## config.mk

```make
export PLATFORM = sky130hd
export DESIGN_NAME = mips_fetch_stage
export DESIGN_NICKNAME = d
export VERILOG_FILES = /design/src/rtl/mips_fetch_pkg.sv /design/src/rtl/mips_instr_fields.sv /design/src/rtl/mips_fetch_stage.sv
export SDC_FILE = /design/constraint.sdc
export NUM_CORES = 1
export LEC_CHECK = 0
export BUFFER_PORTS_ARGS = -buffer_cell sky130_fd_sc_hd__buf_2
export CORE_MARGIN = 2
export CORE_UTILIZATION = 47
export CTS_CLUSTER_DIAMETER = 100
export DETAILED_ROUTE_END_ITERATION = 6
export PLACE_DENSITY = 0.81
export RECOVER_POWER = 50
export SYNTH_ARGS = -nofsm -noshare
export SYNTH_HDL_FRONTEND = slang
export SYNTH_HIERARCHICAL = 1
export SYNTH_SLANG_ARGS = --single-unit
```

## constraint.sdc

```tcl
create_clock -name clk -period 2.4 [get_ports clk]
set_input_delay 0.36 -clock clk [delete_from_list [all_inputs] [get_ports clk]]
set_output_delay 0.36 -clock clk [all_outputs]
set_load 0.05 [all_outputs]
```

## src/rtl/mips_fetch_pkg.sv

```systemverilog
// Shared types and constants for the MIPS instruction-fetch stage.
// The HALT state only exists when MIPS_FETCH_MISALIGN_TRAP_EN is defined.
package mips_fetch_pkg;

    `ifdef MIPS_FETCH_MISALIGN_TRAP_EN
    typedef enum logic [2:0] {REQ, WAIT, FULL, DROP, HALT} fetch_state_t;
    `else
    typedef enum logic [2:0] {REQ, WAIT, FULL, DROP} fetch_state_t;
    `endif

    // Instruction field bit positions
    localparam int unsigned OPCODE_MSB = 31;
    localparam int unsigned OPCODE_LSB = 26;
    localparam int unsigned RS_MSB     = 25;
    localparam int unsigned RS_LSB     = 21;
    localparam int unsigned RT_MSB     = 20;
    localparam int unsigned RT_LSB     = 16;
    localparam int unsigned RD_MSB     = 15;
    localparam int unsigned RD_LSB     = 11;
    localparam int unsigned SHAMT_MSB  = 10;
    localparam int unsigned SHAMT_LSB  = 6;
    localparam int unsigned FUNCT_MSB  = 5;
    localparam int unsigned FUNCT_LSB  = 0;
    localparam int unsigned IMM_MSB    = 15;
    localparam int unsigned IMM_LSB    = 0;

    // Default fetch parameters
    localparam logic [31:0] DEFAULT_RESET_PC = 32'h0000_0000;
    localparam logic [31:0] DEFAULT_PC_STEP  = 32'd4;

endpackage

```

## src/rtl/mips_instr_fields.sv

```systemverilog
// Combinational splitter of a 32-bit MIPS instruction into its R/I fields.
module mips_instr_fields
    import mips_fetch_pkg::*;
(
    input  logic [31:0] instr,
    output logic [5:0]  opcode,
    output logic [4:0]  rs,
    output logic [4:0]  rt,
    output logic [4:0]  rd,
    output logic [4:0]  shamt,
    output logic [5:0]  funct,
    output logic [15:0] imm16
);

    assign opcode = instr[OPCODE_MSB:OPCODE_LSB];
    assign rs     = instr[RS_MSB:RS_LSB];
    assign rt     = instr[RT_MSB:RT_LSB];
    assign rd     = instr[RD_MSB:RD_LSB];
    assign shamt  = instr[SHAMT_MSB:SHAMT_LSB];
    assign funct  = instr[FUNCT_MSB:FUNCT_LSB];
    assign imm16  = instr[IMM_MSB:IMM_LSB];

endmodule

```

## src/rtl/mips_fetch_stage.sv

```systemverilog
// MIPS instruction-fetch stage: PC register, single-outstanding imem request,
// instruction hold register with valid/ready handshake to decode, and
// branch/jump redirect handling with in-flight response discard.
// Optional: MIPS_FETCH_MISALIGN_TRAP_EN adds misalign_err and a HALT state.
module mips_fetch_stage
    import mips_fetch_pkg::*;
#(
    parameter logic [31:0] RESET_PC = DEFAULT_RESET_PC,
    parameter logic [31:0] PC_STEP  = DEFAULT_PC_STEP
) (
    input  logic        clk,
    input  logic        rst,
    output logic        imem_req_valid,
    output logic [31:0] imem_req_addr,
    input  logic        imem_req_ready,
    input  logic        imem_rsp_valid,
    input  logic [31:0] imem_rsp_data,
    input  logic        redirect_valid,
    input  logic [31:0] redirect_pc,
    output logic        id_valid,
    input  logic        id_ready,
    output logic [31:0] id_pc,
    output logic [31:0] id_instr,
    output logic [5:0]  id_opcode,
    output logic [4:0]  id_rs,
    output logic [4:0]  id_rt,
    output logic [4:0]  id_rd,
    output logic [4:0]  id_shamt,
    output logic [5:0]  id_funct,
    output logic [15:0] id_imm16
`ifdef MIPS_FETCH_MISALIGN_TRAP_EN
    ,
    output logic        misalign_err
`endif
);

    fetch_state_t state, stateNext;
    logic [31:0]  pc, pcNext;
    logic [31:0]  idPc, idInstr;
    logic         capture;
    logic [31:0]  redirectAligned;

    // Masking keeps every redirect_pc bit in use even when the trap is off
    assign redirectAligned = redirect_pc & ~32'd3;

`ifdef MIPS_FETCH_MISALIGN_TRAP_EN
    logic errQ, errNext;
    assign misalign_err = errQ;
`endif

    // State, PC and instruction-hold registers
    always_ff @(posedge clk) begin
        if (rst) begin
            state   <= REQ;
            pc      <= RESET_PC;
            idPc    <= '0;
            idInstr <= '0;
        end else begin
            state <= stateNext;
            pc    <= pcNext;
            if (capture) begin
                idPc    <= pc;
                idInstr <= imem_rsp_data;
            end
        end
    end

`ifdef MIPS_FETCH_MISALIGN_TRAP_EN
    // Sticky misalignment flag, cleared only by reset
    always_ff @(posedge clk) begin
        if (rst) errQ <= 1'b0;
        else     errQ <= errNext;
    end
`endif

    // Next-state logic; redirect outranks every handshake
    always_comb begin
        stateNext = state;
        pcNext    = pc;
        capture   = 1'b0;
`ifdef MIPS_FETCH_MISALIGN_TRAP_EN
        errNext   = errQ;
`endif
`ifdef MIPS_FETCH_MISALIGN_TRAP_EN
        if (state == HALT) begin
            stateNext = HALT;
        end else if (redirect_valid && (redirect_pc[1:0] != 2'b00)) begin
            stateNext = HALT;
            errNext   = 1'b1;
        end else
`endif
        if (redirect_valid) begin
            pcNext = redirectAligned;
            case (state)
                REQ:     stateNext = imem_req_ready ? DROP : REQ;
                WAIT:    stateNext = imem_rsp_valid ? REQ : DROP;
                FULL:    stateNext = REQ;
                DROP:    stateNext = DROP;
                default: stateNext = state;
            endcase
        end else begin
            case (state)
                REQ: begin
                    if (imem_req_ready) stateNext = WAIT;
                end
                WAIT: begin
                    if (imem_rsp_valid) begin
                        capture   = 1'b1;
                        pcNext    = pc + PC_STEP;
                        stateNext = FULL;
                    end
                end
                FULL: begin
                    if (id_ready) stateNext = REQ;
                end
                DROP: begin
                    if (imem_rsp_valid) stateNext = REQ;
                end
                default: stateNext = state;
            endcase
        end
    end

    assign imem_req_valid = (state == REQ) && !rst;
    assign imem_req_addr  = pc;
    assign id_valid       = (state == FULL);
    assign id_pc          = idPc;
    assign id_instr       = idInstr;

    mips_instr_fields u_fields (
        .instr  (idInstr),
        .opcode (id_opcode),
        .rs     (id_rs),
        .rt     (id_rt),
        .rd     (id_rd),
        .shamt  (id_shamt),
        .funct  (id_funct),
        .imm16  (id_imm16)
    );

endmodule

```

==> summary.log, run 1 <==
INFO  final_layout   finalNetCount=787
INFO  routing        detail_route.first_pass.iterations=4
INFO  grt            first_global_vias=3985
INFO  routing        drt_drc_violations_left=0
INFO  synth          synth-main-ff-cell=sky130_fd_sc_hd__dfxtp_1
INFO  die            placement_rows=36
INFO  placed_design  place.port_buffers=209
INFO  cts            cts_sinks=94
INFO  routing        routed_wl=12970um
INFO  synth          post_synth_inst_count=573
INFO  job            maxCapViolCount=0
INFO  synth          flip_flop_and_latch_count_after_synthesis=94
INFO  setup_path     crit_fanout=10
INFO  placed_design  dpl.hpwl=9384um
INFO  timing         fmaxAchievable=486.9MHz
INFO  final_layout   postLayoutCellArea=5373um^2
INFO  setup_path     critPathRequiredTime=2680ps
INFO  timing         final_max_slew_viol_count=0
INFO  routing        dr.first_iter.drc_count=214
INFO  placed_design  routability_congestion_estimate_from_global_placement=0.8856
INFO  setup_path     arrival=2330ps
INFO  setup_path     path_buf_inv=1
INFO  power_and_ir_drop share_seq_of_total_power=49.3%
INFO  die            ioPinCount=216
INFO  timing         fin_crit_sh=85.57%
INFO  status         outcome=complete, no violations
INFO  synth          synth_edf_count=0
INFO  cts            clockRootBuffer=sky130_fd_sc_hd__clkbuf_8
INFO  routing        detailroute.via_count=4560
INFO  timing         final_number_of_hold_violating_endpoints=0
INFO  final_layout   antenna_cells_inserted=0
INFO  setup_path     cp_cell_sequence=clkbuf_1 > nand3b_4 > nor4_1 > a21oi_1 > a221oi_1
INFO  final_layout   fin_cells=854
INFO  cts            number_of_cells_upsized_or_downsized_after_cts=0
INFO  synth          synthTopCellsByCount=137 x sky130_fd_sc_hd__nand2_1, 94 x sky130_fd_sc_hd__dfxtp_1, 64 x sky130_fd_sc_hd__a21oi_1
INFO  power_and_ir_drop clockPowerShare=28.3%
INFO  cts            clock_h_tree_levels=3
INFO  synth          main_area_contributors_after_synthesis=sky130_fd_sc_hd__dfxtp_1 41%, sky130_fd_sc_hd__nand2_1 11%, sky130_fd_sc_hd__buf_4 8.4%
INFO  timing         worst_slew_pin_slew=638.9ps
INFO  synth          synth.yosys.seq_area_share=40.70%
INFO  synth          ys.warnings.count=6
INFO  timing         final-setup-viol-count=0
INFO  grt            grt_pass1_wl=19180um
INFO  cts            clockBufferDepth=2
INFO  power_and_ir_drop powerDensity=652.3nW/um^2
INFO  timing         timing.final.crit_period=2054ps
INFO  routing        vias_per_cell=5.340
INFO  synth          avgSynthCellArea=8.068um^2
INFO  cts            post-cts-setup-buffers=0
INFO  die            die_area=10650um^2
INFO  die            effective_utilization_at_floorplan=47.96%
INFO  min_path       hold_class=in2reg
INFO  timing         slew_headroom=57.59%
INFO  die            chipHeight=103.2um
INFO  final_layout   multi_input_comb_area=2122um^2
INFO  setup_path     timing.critical_path.slowest_stage_cell=sky130_fd_sc_hd__nor4_1
INFO  grt            all_layer_global_routing_usage=22.95%
INFO  cts            hold_fix_buffer_count_after_cts=0
INFO  synth          synthMostInstantiatedCell=sky130_fd_sc_hd__nand2_1
INFO  placed_design  place_area=5336um^2
INFO  final_layout   fillers=1028
INFO  power_and_ir_drop power_switching=1271uW
INFO  grt            grt_antenna_before_repair=0
INFO  synth          synth_top_area_share=40.70%
INFO  power_and_ir_drop power_switching_share=36.26%
INFO  synth          synth_cell_type_count=55
INFO  grt            global_route.overflow_total=0
INFO  routing        antenna_violating_nets_post_route=0
INFO  synth          async_reset_ff_share=0%
INFO  placed_design  number_of_placed_instances_taps_included=838
INFO  grt            grt_max_degree=51
INFO  routing        drt-wirelength-per-cell=15.19um
INFO  timing         fin_worst_skew=11.13ps
INFO  power_and_ir_drop power_report.internal_total=2234uW
INFO  power_and_ir_drop power.combinational.fraction=22.4%
INFO  cts            clkLatencyLatePin=370ps
INFO  die            core_area=9639um^2
INFO  cts            cts_buffers=9
INFO  synth          synth_area_leader=sky130_fd_sc_hd__dfxtp_1
INFO  setup_path     critical-path-top-delay-family=simple AND/OR/NAND/NOR gates
INFO  final_layout   layout.area.seq=1882um^2
INFO  cts            clock_transition_at_the_registers_of_the_reported_paths=90ps
INFO  timing         setup-tns-final=0ps
INFO  power_and_ir_drop cellLeakagePower=0.001919uW
INFO  timing         setup_repair_after_global_routing_missed_its_margin=no
INFO  die            die_w=103.2um
INFO  final_layout   layout_cell_share_with_drive_strength_beyond_1=18.59%
INFO  setup_path     cp-end-kind=flop
INFO  synth          synthesis.area=4623um^2
INFO  cts            cts_tree=built
INFO  power_and_ir_drop vdd_ir_drop_max=0.0002864V
INFO  setup_path     worst_setup_path_start_kind=flop
INFO  final_layout   syn2layout_area_growth=16.21%
INFO  setup_path     timing.critical_path.slowest_cell_delay=520ps
INFO  setup_path     timing_worst_setup_path_type=reg2reg
## power groups by stage
stage	logic, uW	clock network (uW)	registers (uW)
floorplan	431	0	1950
global placement	794	0	1760
detailed placement	804	0	1760
CTS	805	1020	1720
global route	835	1080	1740
finish	783	992	1730
## cells by family after synthesis
family	share of synthesized area [%]
and+or+nand+nor	26.28
AOI/OAI and AO/OA	16.21
other	0.08111
DFF	40.70
adders and majority gates	0.2706
buffers and inverters	14.15
xor gates and xnor gates	2.084
muxes	0.2165
## tightest hold or removal path, cell delays in order
cell                      delay, ps
sky130_fd_sc_hd__buf_2           90
sky130_fd_sc_hd__nand2_1         40
sky130_fd_sc_hd__a21oi_1         50
## per-layer routing
metal  global-route usage [%]  up-vias  share of wire, %
li1                         -     2234                 -
met1                    27.94     2101                41
met2                    39.76      199                50
met3                    3.562       26               6.9
met4                    10.83        0               2.3
met5                        0        -                 0
## through the flow
step / setup WS, ps / utilization (%) / total power (uW) / hold WS [ps]
2_1_floorplan: 243.3 / - / 2381 / 496.0
3_3_place_gp: 484.6 / 55.36 / 2549 / 437.9
3_5_place_dp: 406.6 / 55.36 / 2565 / 443.7
4_1_cts: 387.7 / 57.27 / 3547 / 205.9
5_1_grt: 228.6 / 55.74 / 3657 / 203.1
6_report: 346.3 / 55.74 / 3504 / 219.1
## area by class of cell
type	count	area share, %
tap	133	3.097
inverter	6	0.4192
timing repair buffer	220	18.54
multi-input combinational	385	39.50
clock inverter	6	0.8617
sequential	94	35.03
clock buffer	10	2.562
## worst paths after layout
check                                   end                  start  cells after the start  slack [ps]
min               id_instr[30]$_SDFFE_PP0P_      imem_rsp_data[30]                      3         220
max          imem_req_addr[15]$_SDFFE_PP0P_  state[0]$_SDFFE_PP0P_                      5         350
max reg2reg  imem_req_addr[15]$_SDFFE_PP0P_  state[0]$_SDFFE_PP0P_                      5         350
min reg2reg           id_pc[5]$_SDFFE_PP0P_  id_pc[5]$_SDFFE_PP0P_                      2         460
## flip-flops by register name (all words and copies together) (netlist names)
| register | cells |
|---|---|
| imem_req_addr | 30 |
| id_pc | 30 |
| id_instr | 32 |
| state | 2 |
## placed cells by master, fill, tap and decap left out, drive strengths merged, types with 8 or more instances in the layout
master  count
nand2     137
clkbuf    126
buf       104
dfxtp      94
a21oi      64
nor2       31
a311oi     14
nand3      14
nand4      12
a211oi     12
nor3       12
and4        9
o31ai       8
(Power assumes the default switching activity.)
==> run 2, diff against run 1 <==
--- a/config.mk
+++ b/config.mk
@@ -6,11 +6,14 @@
 export NUM_CORES = 1
 export LEC_CHECK = 0
 export BUFFER_PORTS_ARGS = -buffer_cell sky130_fd_sc_hd__buf_2
+export CELL_PAD_IN_SITES_DETAIL_PLACEMENT = 1
+export CELL_PAD_IN_SITES_GLOBAL_PLACEMENT = 1
 export CORE_MARGIN = 2
-export CORE_UTILIZATION = 47
+export CORE_UTILIZATION = 33
 export CTS_CLUSTER_DIAMETER = 100
 export DETAILED_ROUTE_END_ITERATION = 6
-export PLACE_DENSITY = 0.81
+export MAX_ROUTING_LAYER = met4
+export PLACE_DENSITY_LB_ADDON = 0.1
 export RECOVER_POWER = 50
 export SYNTH_ARGS = -nofsm -noshare
 export SYNTH_HDL_FRONTEND = slang
==> summary.log, run 2 (synthesis gave the netlist of run 1 again) <==
INFO  status         outcome=complete, no violations
INFO  grt            global_route.overflow_total=0
INFO  placed_design  place.port_buffers=209
INFO  grt            first_global_vias=4385
INFO  cts            clock_h_tree_levels=3
INFO  cts            cts_buffers=9
INFO  cts            clockRootBuffer=sky130_fd_sc_hd__clkbuf_16
INFO  setup_path     timing.critical_path.slowest_cell_delay=540ps
INFO  cts            number_of_cells_upsized_or_downsized_after_cts=0
INFO  routing        vias_per_cell=5.034
INFO  die            effective_utilization_at_floorplan=33.57%
INFO  grt            grt_antenna_before_repair=1
INFO  cts            cts_sinks=94
INFO  grt            grt_pass1_wl=22450um
INFO  timing         final_max_slew_viol_count=0
INFO  die            core_area=13770um^2
INFO  final_layout   utilization=40.63%
INFO  routing        detail_route.first_pass.iterations=4
INFO  die            chipHeight=122.4um
INFO  min_path       hold_class=in2reg
INFO  final_layout   mostFrequentLayoutCell=sky130_fd_sc_hd__nand2_1
INFO  setup_path     cp-end-kind=flop
INFO  die            die_area=14970um^2
INFO  final_layout   syn2layout_area_growth=21.03%
INFO  setup_path     critPathRequiredTime=2660ps
INFO  setup_path     crit_fanout=12
INFO  setup_path     timing_worst_setup_path_type=reg2reg
INFO  final_layout   finalNetCount=793
INFO  routing        antenna_violating_nets_post_route=0
INFO  cts            hold_fix_buffer_count_after_cts=0
INFO  timing         final_number_of_hold_violating_endpoints=0
INFO  final_layout   layout_cell_share_with_drive_strength_beyond_1=19.26%
INFO  routing        drt-wirelength-per-cell=16.20um
INFO  timing         fin_worst_skew=6.866ps
INFO  cts            clockBufferDepth=2
INFO  timing         final-setup-viol-count=0
INFO  routing        drt_drc_violations_left=0
INFO  cts            clkLatencyLatePin=350ps
INFO  timing         fmaxAchievable=485.2MHz
INFO  die            placement_rows=43
INFO  timing         fin_crit_sh=85.88%
INFO  final_layout   largest_register_ff_count=32
INFO  power_and_ir_drop design_power_total=4016uW
INFO  die            die_w=122.4um
INFO  routing        detailroute.via_count=4571
INFO  timing         slew_headroom=57.03%
INFO  timing         hold_ws=247.6ps
INFO  setup_path     timing.critical_path.slowest_stage_cell=sky130_fd_sc_hd__or4_1
INFO  cts            cts_tree=built
INFO  power_and_ir_drop cellLeakagePower=0.001988uW
INFO  timing         setup-tns-final=0ps
INFO  power_and_ir_drop powerDensity=717.7nW/um^2
INFO  cts            post-cts-setup-buffers=0
INFO  job            maxCapViolCount=0
INFO  setup_path     arrival=2320ps
INFO  grt            all_layer_global_routing_usage=19.71%
INFO  power_and_ir_drop vdd_ir_drop_max=0.0002964V
INFO  timing         setup_repair_after_global_routing_missed_its_margin=no
INFO  routing        routed_wl=14710um
INFO  setup_path     cp_cell_sequence=ha_1 > and4b_2 > nand3_4 > or4_1 > a311oi_1
INFO  setup_path     worst_setup_path_start_kind=flop
INFO  routing        dr.first_iter.drc_count=150
INFO  placed_design  dpl.hpwl=10780um
INFO  die            ioPinCount=216
INFO  placed_design  routability_congestion_estimate_from_global_placement=0.7552
INFO  timing         worst_slew_pin_slew=647.3ps
INFO  grt            grt_max_degree=44
INFO  final_layout   most-common-layout-cells=137 x sky130_fd_sc_hd__nand2_1, 115 x sky130_fd_sc_hd__clkbuf_1, 94 x sky130_fd_sc_hd__dfxtp_1
INFO  timing         timing.final.crit_period=2061ps
INFO  cts            clock_transition_at_the_registers_of_the_reported_paths=70ps
[run 2: per-stage QoR]
stage / setup WS [ps] / cell area (um^2) / instances
2_1_floorplan: 243.3 / 4634 / 576
3_3_place_gp: 409.8 / 5440 / 891
3_5_place_dp: 352.0 / 5440 / 891
4_1_cts: 324.7 / 5749 / 907
5_1_grt: 183.1 / 5595 / 908
6_report: 338.8 / 5595 / 908
[run 2: path summary, 6_finish.rpt]
check,start,slack (ps),endpoint,depth (start not counted)
max,imem_req_addr[2]$_SDFFE_PP0P_,340,imem_req_addr[22]$_SDFFE_PP0P_,5
min,imem_rsp_data[13],250,id_instr[13]$_SDFFE_PP0P_,3
max reg2reg,imem_req_addr[2]$_SDFFE_PP0P_,340,imem_req_addr[22]$_SDFFE_PP0P_,5
min reg2reg,id_pc[7]$_SDFFE_PP0P_,460,id_pc[7]$_SDFFE_PP0P_,2
[run 2: power by group]
| group | leakage (uW) | switching [uW] | internal [uW] |
|---|---|---|---|
| Clock | 0.000141 | 646 | 842 |
| Sequential | 0.000767 | 92.3 | 1630 |
| Combinational | 0.00108 | 603 | 203 |
[run 2: worst max-delay path, delay by kind of cell, from the launching register on]
| kind | cells | cell delay, ps |
|---|---|---|
| AOI/OAI and AO/OA | 1 | 250 |
| adders and majority gates | 1 | 210 |
| DFF | 1 | 460 |
| and+or+nand+nor | 3 | 1060 |
[run 2: layout make-up]
class                   count  area (um^2)
repair buffers            226         1045
flip-flops and latches     94         1882
fillers                  1817         8178
inverters                   6        22.52
diodes                      1        2.502
multi-input cells         385         2110
clock buffers              10        239.0
clock inverters             6        70.07
well taps                 180        225.2
[run 2: routing by layer]
metal / GRT usage [%] / up-vias / part of all wire [%]
met5: - / - / 0
met4: 6.609 / 0 / 1.2
met3: 2.928 / 10 / 6.1
met2: 32.19 / 136 / 48
met1: 25.00 / 2184 / 45
li1: - / 2241 / -
